===== src/rtl/ysyx_22040237_gpr_dump.sv =====
// ysyx_22040237_gpr_dump
//
// Purpose:
//   Sequential reader for the GPR file. On a start request, it walks the
//   register-file read port from x0 to x(NREG-1). It then appends a PC
//   snapshot taken at start time. Each value is streamed out as one entry
//   on a valid/ready channel, for debug and difftest use.
//
// Ports:
//   clk         sole clock, rising edge
//   rst_n       asynchronous active-low reset
//   dump_req    start request, honoured only when idle
//   dump_abort  cancels a dump that is in READ or SEND
//   pc          current PC, snapshotted when a dump starts
//   rd_en       register-file read enable (READ state only)
//   rd_addr     register-file read address
//   rd_data     register-file read data, combinational from rd_addr
//   out_valid   stream entry valid
//   out_ready   stream consumer ready
//   out_idx     entry index: 0..NREG-1 are GPRs, NREG is the PC
//   out_data    entry value
//   out_last    marks the PC entry
//   dump_busy   high while a dump is in progress (READ/SEND/DONE)
//   dump_done   one-cycle pulse when a dump completes
module ysyx_22040237_gpr_dump #(
  parameter int NREG = 32,
  parameter int DW   = 64
) (
  input  logic          clk,
  input  logic          rst_n,
  input  logic          dump_req,
  input  logic          dump_abort,
  input  logic [DW-1:0] pc,
  output logic          rd_en,
  output logic [4:0]    rd_addr,
  input  logic [DW-1:0] rd_data,
  output logic          out_valid,
  input  logic          out_ready,
  output logic [5:0]    out_idx,
  output logic [DW-1:0] out_data,
  output logic          out_last,
  output logic          dump_busy,
  output logic          dump_done
);

  typedef enum logic [1:0] {
    S_IDLE,
    S_READ,
    S_SEND,
    S_DONE
  } state_e;

  localparam logic [5:0] LAST_IDX = 6'(NREG);

  state_e        state_q;
  logic [5:0]    idx_q;
  logic [DW-1:0] pc_snap_q;
  logic [DW-1:0] data_q;
  logic          last_q;
  logic [DW-1:0] data_d;

  // Entry value selected during READ: x0 is hard-wired zero, regular GPRs
  // come live from the read port, and the final entry is the PC snapshot.
  always_comb begin
    data_d = rd_data;
    if (idx_q == 6'd0) begin
      data_d = '0;
    end else if (idx_q == LAST_IDX) begin
      data_d = pc_snap_q;
    end
  end

  always_ff @(posedge clk or negedge rst_n) begin
    if (!rst_n) begin
      state_q   <= S_IDLE;
      idx_q     <= 6'd0;
      pc_snap_q <= '0;
      data_q    <= '0;
      last_q    <= 1'b0;
    end else begin
      case (state_q)
        S_IDLE: begin
          if (dump_req) begin
            state_q   <= S_READ;
            idx_q     <= 6'd0;
            pc_snap_q <= pc;
          end
        end
        S_READ: begin
          if (dump_abort) begin
            state_q <= S_IDLE;
          end else begin
            data_q  <= data_d;
            last_q  <= (idx_q == LAST_IDX);
            state_q <= S_SEND;
          end
        end
        S_SEND: begin
          // Abort wins over a handshake in the same cycle.
          if (dump_abort) begin
            state_q <= S_IDLE;
          end else if (out_ready) begin
            if (idx_q == LAST_IDX) begin
              state_q <= S_DONE;
            end else begin
              idx_q   <= idx_q + 6'd1;
              state_q <= S_READ;
            end
          end
        end
        S_DONE: begin
          state_q <= S_IDLE;
        end
        default: begin
          state_q <= S_IDLE;
        end
      endcase
    end
  end

  // All outputs decode directly from registered state.
  // As a result, they clear as soon as reset is asserted.
  assign rd_en     = (state_q == S_READ);
  assign rd_addr   = (state_q == S_READ) ? idx_q[4:0] : 5'd0;
  assign out_valid = (state_q == S_SEND);
  assign out_idx   = idx_q;
  assign out_data  = data_q;
  assign out_last  = last_q && (state_q == S_SEND);
  assign dump_busy = (state_q != S_IDLE);
  assign dump_done = (state_q == S_DONE);

endmodule


===== config.mk =====
export PLATFORM = sky130hd
export DESIGN_NAME = ysyx_22040237_gpr_dump
export DESIGN_NICKNAME = d
export VERILOG_FILES = /design/src/rtl/ysyx_22040237_gpr_dump.sv
export SDC_FILE = /design/constraint.sdc
export NUM_CORES = 1
export LEC_CHECK = 0
export CORE_ASPECT_RATIO = 0.75
export CORE_MARGIN = 5
export CORE_UTILIZATION = 45
export DETAILED_ROUTE_END_ITERATION = 8
export MAX_ROUTING_LAYER = met4
export PLACE_DENSITY = 0.9
export REMOVE_ABC_BUFFERS = 1
export SLEW_MARGIN = 0
export SYNTH_ARGS = -nofsm -noshare
export SYNTH_HDL_FRONTEND = slang
export SYNTH_SLANG_ARGS = --single-unit
export TNS_END_PERCENT = 20

===== constraint.sdc =====
create_clock -name clk -period 1.95 [get_ports clk]
set_input_delay 0.39 -clock clk [delete_from_list [all_inputs] [get_ports clk]]
set_output_delay 0.39 -clock clk [all_outputs]
set_load 0.05 [all_outputs]

==> results of run 1 <==
tightest hold or removal path, delay by kind of cell, from the launching register on:
kind,cells,cell delay (ps)
flops,1,340
simple gates,2,100
power groups by stage:
stage	logic, mW	registers (mW)	clock network (mW)
6_report	3.79	3.97	3.42
5_1_grt	4.03	4.06	3.59
4_1_cts	3.82	3.97	3.47
2_1_floorplan	0.913	5.48	0
3_5_place_dp	4.04	4.02	0
3_3_place_gp	3.94	3.99	0
worst min-delay path by stage:
stage	startpoint	end	slack, ps	cells after the start
after floorplan	rst_n	last_q	90	0
after global placement	rst_n	out_data[41]	370	1
after detailed placement	rst_n	out_data[8]	370	1
after CTS	pc_snap_q[29]	pc_snap_q[29]	480	2
after global routing	pc_snap_q[30]	pc_snap_q[30]	500	2
final	pc_snap_q[29]	pc_snap_q[29]	470	2
state kept, by name (all words and copies together), names as in the netlist:
name	count
out_data	64
pc_snap_q	64
out_idx	6
state_q	2
last_q	1
through the flow:
stage | worst slack, ps | util, % | cells | setup TNS, ps | hold WS, ps
6_report | 72.5 | 69.4 | 1079 | 0 | 472
5_1_grt | 6.05 | 69.4 | 1079 | 0 | 496
4_1_cts | 1.15 | 69.3 | 1078 | 0 | 477
3_5_place_dp | 6.48 | 65.0 | 1046 | 0 | 369
3_3_place_gp | 70.1 | 65.0 | 1046 | 0 | 371
2_1_floorplan | -2660 | - | 638 | -331490 | 94.4
layout make-up:
| cell class | instances | area (um^2) |
|---|---|---|
| inverters | 5 | 18.8 |
| repair buffers | 239 | 2450 |
| well taps | 171 | 214 |
| multi-input cells | 496 | 2300 |
| clock inverters | 13 | 194 |
| flip-flops and latches | 137 | 3430 |
| clock buffers | 18 | 429 |
| fillers | 995 | 3980 |
cells in the mapped netlist, drive strengths merged:
cell     number
nor4b         1
and2          7
or3b          1
dfrtp       137
and4bb        1
nand2       261
nand3        66
nand2b        2
a31oi        64
o211ai        1
or2           1
nor2         65
nor3          1
or4b          1
a211oi        1
nand4bb       1
o2111ai       1
and3          1
a21oi         3
nor2b         2
nand3b        1
o21ai         2
or3           1
buf          22
ha            2
mux2i         4
nor3b         2
clkbuf       31
o31ai         1
nand4         2
inv           5
per-layer routing:
metal  track usage, %  vias up  share of wire [%]  wire (um)
li1                 -     2689                  -          -
met1             31.6     2742                 41       7630
met2             40.2      234                 48       8820
met3             5.09       35                8.3       1540
met4             9.14        0                2.2        414
met5                -        -                  0          0
kinds of logic (layout without fill, tap and decap cells):
kind of cell,count (synthesis),count (layout),share of synthesized area (%)
AOI/OAI and AO/OA,73,73,7.70
muxes,4,4,0.668
adders and majority gates,2,2,0.417
DFF,137,137,57.2
and+or+nand+nor,417,417,29.3
buffers and inverters,58,275,4.78
timing repair:
| action | 4_1_cts | 5_1_grt |
|---|---|---|
| hold buffers | 1 | 0 |
| pin swaps | 0 | 0 |
| hold endpoints to repair | 46 | 0 |
| setup buffers | 0 | 1 |
| resized for setup | 53 | 6 |
| setup endpoints to repair | 53 | 8 |
==> results_dict.tcl, run 1 <==
set metrics [dict create \
    outcome "completed" \
    total_number_of_vias 5700 \
    worstRegToRegCells 6 \
    final-max-slew-violation-count 0 \
    timing.max_cap.violations 0 \
    pin_count_of_the_biggest_net_entering_global_routing 70 \
    worst_path_dominant_cell_family "flip-flops" \
    layout-drive-gt1-share_pct 10.5 \
    finalSetupViolations 0 \
    place_area_um2 8460 \
    fp.dieArea_um2 15800 \
    timing.critical_path.slowest_cell_delay_ps 440 \
    via_count_normalized_by_instance_count 5.28 \
    totalWireLength_mm 18.4 \
    ys.warnings.count 0 \
    combPwrFrac_pct 33.9 \
    timing.critical_path.required_ps 1560 \
    synth_largest_area_cell "sky130_fd_sc_hd__dfrtp_1" \
    fp.dieW_um 143 \
    gr-usage-all-layers_pct 24.9 \
    dieHeight_um 110 \
    synth_top_area_share_pct 57.2 \
    clk_pin_slew_ps 60 \
    power.net_switching_mw 4.27 \
    number_of_buffers_inserted_by_port_buffering 212 \
    antenna_left 0 \
    intPower_mw 6.90 \
    worst_pin_slew_ps 530 \
    vdd_ir_drop_max_v 0.000773 \
    timing.critical_path.depth 4 \
    most-common-layout-cells "sky130_fd_sc_hd__nand2_1, sky130_fd_sc_hd__dfrtp_1, sky130_fd_sc_hd__clkdlybuf4s50_1, sky130_fd_sc_hd__nand3_1, sky130_fd_sc_hd__nor2_1" \
    gpl.final_weighted_congestion 0.844 \
    final_design_area_no_fill_um2 9040 \
    arrival_time_worst_endpoint_ps 1490 \
    p_seq_share_pct 35.5 \
    clock_tree.root_cell "sky130_fd_sc_hd__clkbuf_16" \
    synthCells 691 \
    ioPinCount 213 \
    crit_fanout 8 \
    p_total_mw 11.2 \
    grt_setup_unrepaired "no" \
    cts_buffers 17 \
    n_antenna_cell 0 \
    swShare_pct 38.2 \
    fin_skew_ps 8.23 \
    synth-seq-cells 137 \
    commonest_non_fill_non_tap_cell_in_the_layout "sky130_fd_sc_hd__nand2_1" \
    synth.distinct_cells 34 \
    layout-area-overhead-vs-synth_pct 50.7 \
    timing.hold.worst.class "flop to flop" \
    longest_clk_path_bufs 2 \
    gr-total-overflow 0 \
    hold_viol 0 \
    mappedNetlistArea_um2 6000 \
    r2r-end "out_data[55]" \
    initial_core_util_pct 46.1 \
    reg2reg_setup_slack_ps 120 \
    core_um2 13000 \
    layout_nets 1031 \
    yosysSeqAreaShare_pct 57.2 \
    numClockSinks 137 \
    route.detailed.wl_per_inst_um 17.1 \
    placement_rows 36 \
    final_period_minus_worst_setup_slack_ps 1880 \
    worst-path-buf-inv 2 \
    antenna_found_initial 0 \
    powerDensity_nw_per_um2 1240 \
    crit_chain "nor2b_1 -> buf_4 -> and2_1 -> buf_12" \
    pwr-share-clk_pct 30.6 \
    critPathLaunchType "flop" \
    cts-htree-levels 4 \
    vias_in_the_first_global_route 5996 \
    crit_path_end "rd_addr[4]" \
    final.period_utilization_pct 96.3 \
    worst_setup_path_startpoint "state_q[0]" \
    worst_slew_margin_rel_pct 64.8 \
    r2r_start "out_idx[1]" \
    insertion_delay_ps 410 \
    critical_path_class "flop to output pin" \
    syn_avg_cell_area_um2 8.68 \
    max_freq_mhz 533 \
    total_half_perimeter_wirelength_after_legalization_and_detailed_placement_mm 12.7 \
    total_leakage_power_nw 4.10 \
    timing.critical_path.to_type "output pin" \
    drtPass1Iterations 6 \
    drt-initial-drc-count 348 \
    cp_slowest_cell "sky130_fd_sc_hd__dfrtp_2" \
    synth_top_cells_by_area "sky130_fd_sc_hd__dfrtp_1, sky130_fd_sc_hd__nand2_1, sky130_fd_sc_hd__a31oi_1" \
    grt_first_pass_wirelength_mm 30.2 \
    count_of_unresolved_drc_violations_after_routing 0 \
    clock_tree_from_tritoncts "done" \
]
(Power assumes the default switching activity.)
==> inputs of run 2 (changes only) <==
- CORE_ASPECT_RATIO: 0.75 -> 1.25
==> run 2 against run 1 <==
Non-clock buffer count is 2 higher. Critical endpoint is now dump_busy. Power is 0.66% lower. Critical path depth is 1 lower. Clock-buffer cell count is 1 lower. Sequential cell count stayed put. Largest cell class unchanged. Highest routed layer unchanged. Via count is 0.44% lower. Worst setup slack worse by 21 ps. First-iteration DRC count is 20% lower. Clock power is 1% lower. Wire length is 3.8% lower.
==> results_dict.tcl, run 2 (synthesis gave the netlist of run 1 again) <==
set metrics [dict create \
    worst-path-buf-inv 2 \
    ioPinCount 213 \
    power.net_switching_mw 4.21 \
    total_number_of_vias 5675 \
    sequential_cell_area_um2 3430 \
    worst_pin_slew_ps 580 \
    numPlacedInstances 1045 \
    drt-initial-drc-count 280 \
    place_area_um2 8470 \
    crit_chain "buf_4 -> or2_2 -> buf_4" \
    timing.critical_path.to_type "output pin" \
    route.detailed.wl_per_inst_um 16.4 \
    total_half_perimeter_wirelength_after_legalization_and_detailed_placement_mm 12.2 \
    timing.critical_path.slowest_cell_delay_ps 460 \
    final.period_utilization_pct 97.3 \
    antenna_left 0 \
    cts_buffers 17 \
    drtPass1Iterations 5 \
    worst_slew_margin_rel_pct 61.5 \
    clk_pin_slew_ps 60 \
    dpl_worst_slack_ps -0.730 \
    insertion_delay_ps 410 \
    longest_clk_path_bufs 2 \
    powerDensity_nw_per_um2 1220 \
    number_of_buffers_inserted_by_port_buffering 212 \
    max_freq_mhz 527 \
    vdd_ir_drop_max_v 0.000671 \
    numClockSinks 137 \
    finalSetupViolations 0 \
    intPower_mw 6.90 \
    critPathLaunchType "flop" \
    fin_skew_ps 7.51 \
    critical_path_class "flop to output pin" \
    cp_slowest_cell "sky130_fd_sc_hd__dfrtp_2" \
    n_antenna_cell 0 \
    antenna_found_initial 0 \
    cts-htree-levels 4 \
    placement_rows 47 \
    hold-worst-slack_ps 474 \
    crit_fanout 8 \
    layout-area-overhead-vs-synth_pct 51.2 \
    outcome "completed" \
    clock_tree.root_cell "sky130_fd_sc_hd__clkbuf_16" \
    count_of_unresolved_drc_violations_after_routing 0 \
    pin_count_of_the_biggest_net_entering_global_routing 83 \
    pwr-share-clk_pct 30.5 \
    hold_viol 0 \
    totalWireLength_mm 17.7 \
    combPwrFrac_pct 34.0 \
    most_used_routing_layer "met2" \
    commonest_non_fill_non_tap_cell_in_the_layout "sky130_fd_sc_hd__nand2_1" \
    gr-usage-all-layers_pct 23.4 \
    post-route-util_pct 68.8 \
    fp.dieArea_um2 15800 \
    layout_nets 1033 \
    globalRouteMet1Util_pct 26.9 \
    swShare_pct 37.9 \
    met3_usage_pct 4.06 \
    clock_tree_from_tritoncts "done" \
    area_used_by_multi_input_combinational_logic_um2 2300 \
    total_leakage_power_nw 4.12 \
    worst_path_dominant_cell_family "flip-flops" \
    gr-total-overflow 0 \
    worst_path_most_repeated_cell "sky130_fd_sc_hd__buf_4" \
    gpl.final_weighted_congestion 0.809 \
    via_count_normalized_by_instance_count 5.25 \
    vias_in_the_first_global_route 5834 \
    grt_first_pass_wirelength_mm 28.7 \
    p_seq_share_pct 35.5 \
    arrival_time_worst_endpoint_ps 1510 \
    final-max-slew-violation-count 0 \
    fp.dieW_um 113 \
    post_layout_nonfiller_instances 1081 \
    layout-drive-gt1-share_pct 10.5 \
    final_period_minus_worst_setup_slack_ps 1900 \
    initial_core_util_pct 45.5 \
    most-common-layout-cells "sky130_fd_sc_hd__nand2_1, sky130_fd_sc_hd__dfrtp_1, sky130_fd_sc_hd__clkdlybuf4s50_1, sky130_fd_sc_hd__nand3_1, sky130_fd_sc_hd__nor2_1" \
    timing.hold.worst.class "flop to flop" \
    core_um2 13200 \
    dieHeight_um 139 \
    final_design_area_no_fill_um2 9070 \
    timing.max_cap.violations 0 \
    post-route-worst-setup-slack_ps 51.7 \
    timing.critical_path.required_ps 1560 \
    grt_util_met2_pct 40.1 \
    fillCellCount 994 \
]
## run 2: worst register-to-register path, stage by stage (launching register included)
cell	delay, ps
sky130_fd_sc_hd__dfrtp_1	440
sky130_fd_sc_hd__inv_1	110
sky130_fd_sc_hd__ha_1	180
sky130_fd_sc_hd__or4b_4	520
sky130_fd_sc_hd__buf_12	200
sky130_fd_sc_hd__nand2_1	180
sky130_fd_sc_hd__a31oi_1	90
## run 2: path summary, 6_finish.rpt
path	slack [ps]	cells past startpoint	start	endpoint
hold reg to reg	470	2	pc_snap_q[31]	pc_snap_q[31]
min in group asynchronous	530	2	rst_n	out_data[52]
hold / removal	470	2	pc_snap_q[31]	pc_snap_q[31]
setup reg to reg	110	6	out_idx[1]	out_data[15]
max in group asynchronous	840	3	rst_n	state_q[1]
setup / recovery	50	3	state_q[1]	dump_busy
## run 2: stage by stage
| step | power, mW | setup TNS [ps] |
|---|---|---|
| after global placement | 7.91 | 0 |
| after CTS | 11.2 | 0 |
| final | 11.1 | 0 |
| after global routing | 11.6 | -79.0 |
| after detailed placement | 8.05 | -0.730 |
| after floorplan | 6.39 | -331490 |
## run 2: final cells by class
type                            instances  share of cell area [%]
Inverter                                5                   0.207
Clock buffer                           17                    4.69
Multi-Input combinational cell        496                    25.4
Clock inverter                         14                    2.17
Timing Repair Buffer                  241                    27.4
Tap cell                              171                    2.36
Sequential cell                       137                    37.9
## run 2: power by group through the flow
stage          clock [mW]  sequential [mW]  combinational (mW)
3_5_place_dp            0             4.01                4.04
4_1_cts              3.46             3.95                3.80
2_1_floorplan           0             5.48               0.913
5_1_grt              3.59             4.04                4.01
3_3_place_gp            0             3.97                3.95
6_report             3.38             3.94                3.78
## run 2: timing repair
item	4_1_cts	5_1_grt
gates cloned	0	0
hold buffers	1	0
setup buffers	1	3
resized for setup	58	3
hold endpoints to repair	46	0
endpoints found under the setup margin	62	6
## run 2: metal layers
layer	wire, um	part of all wire (%)	vias up
li1	-	-	2691
met1	6860	39	2718
met2	9350	53	216
met3	861	4.9	50
met4	639	3.6	0
met5	0	0	-
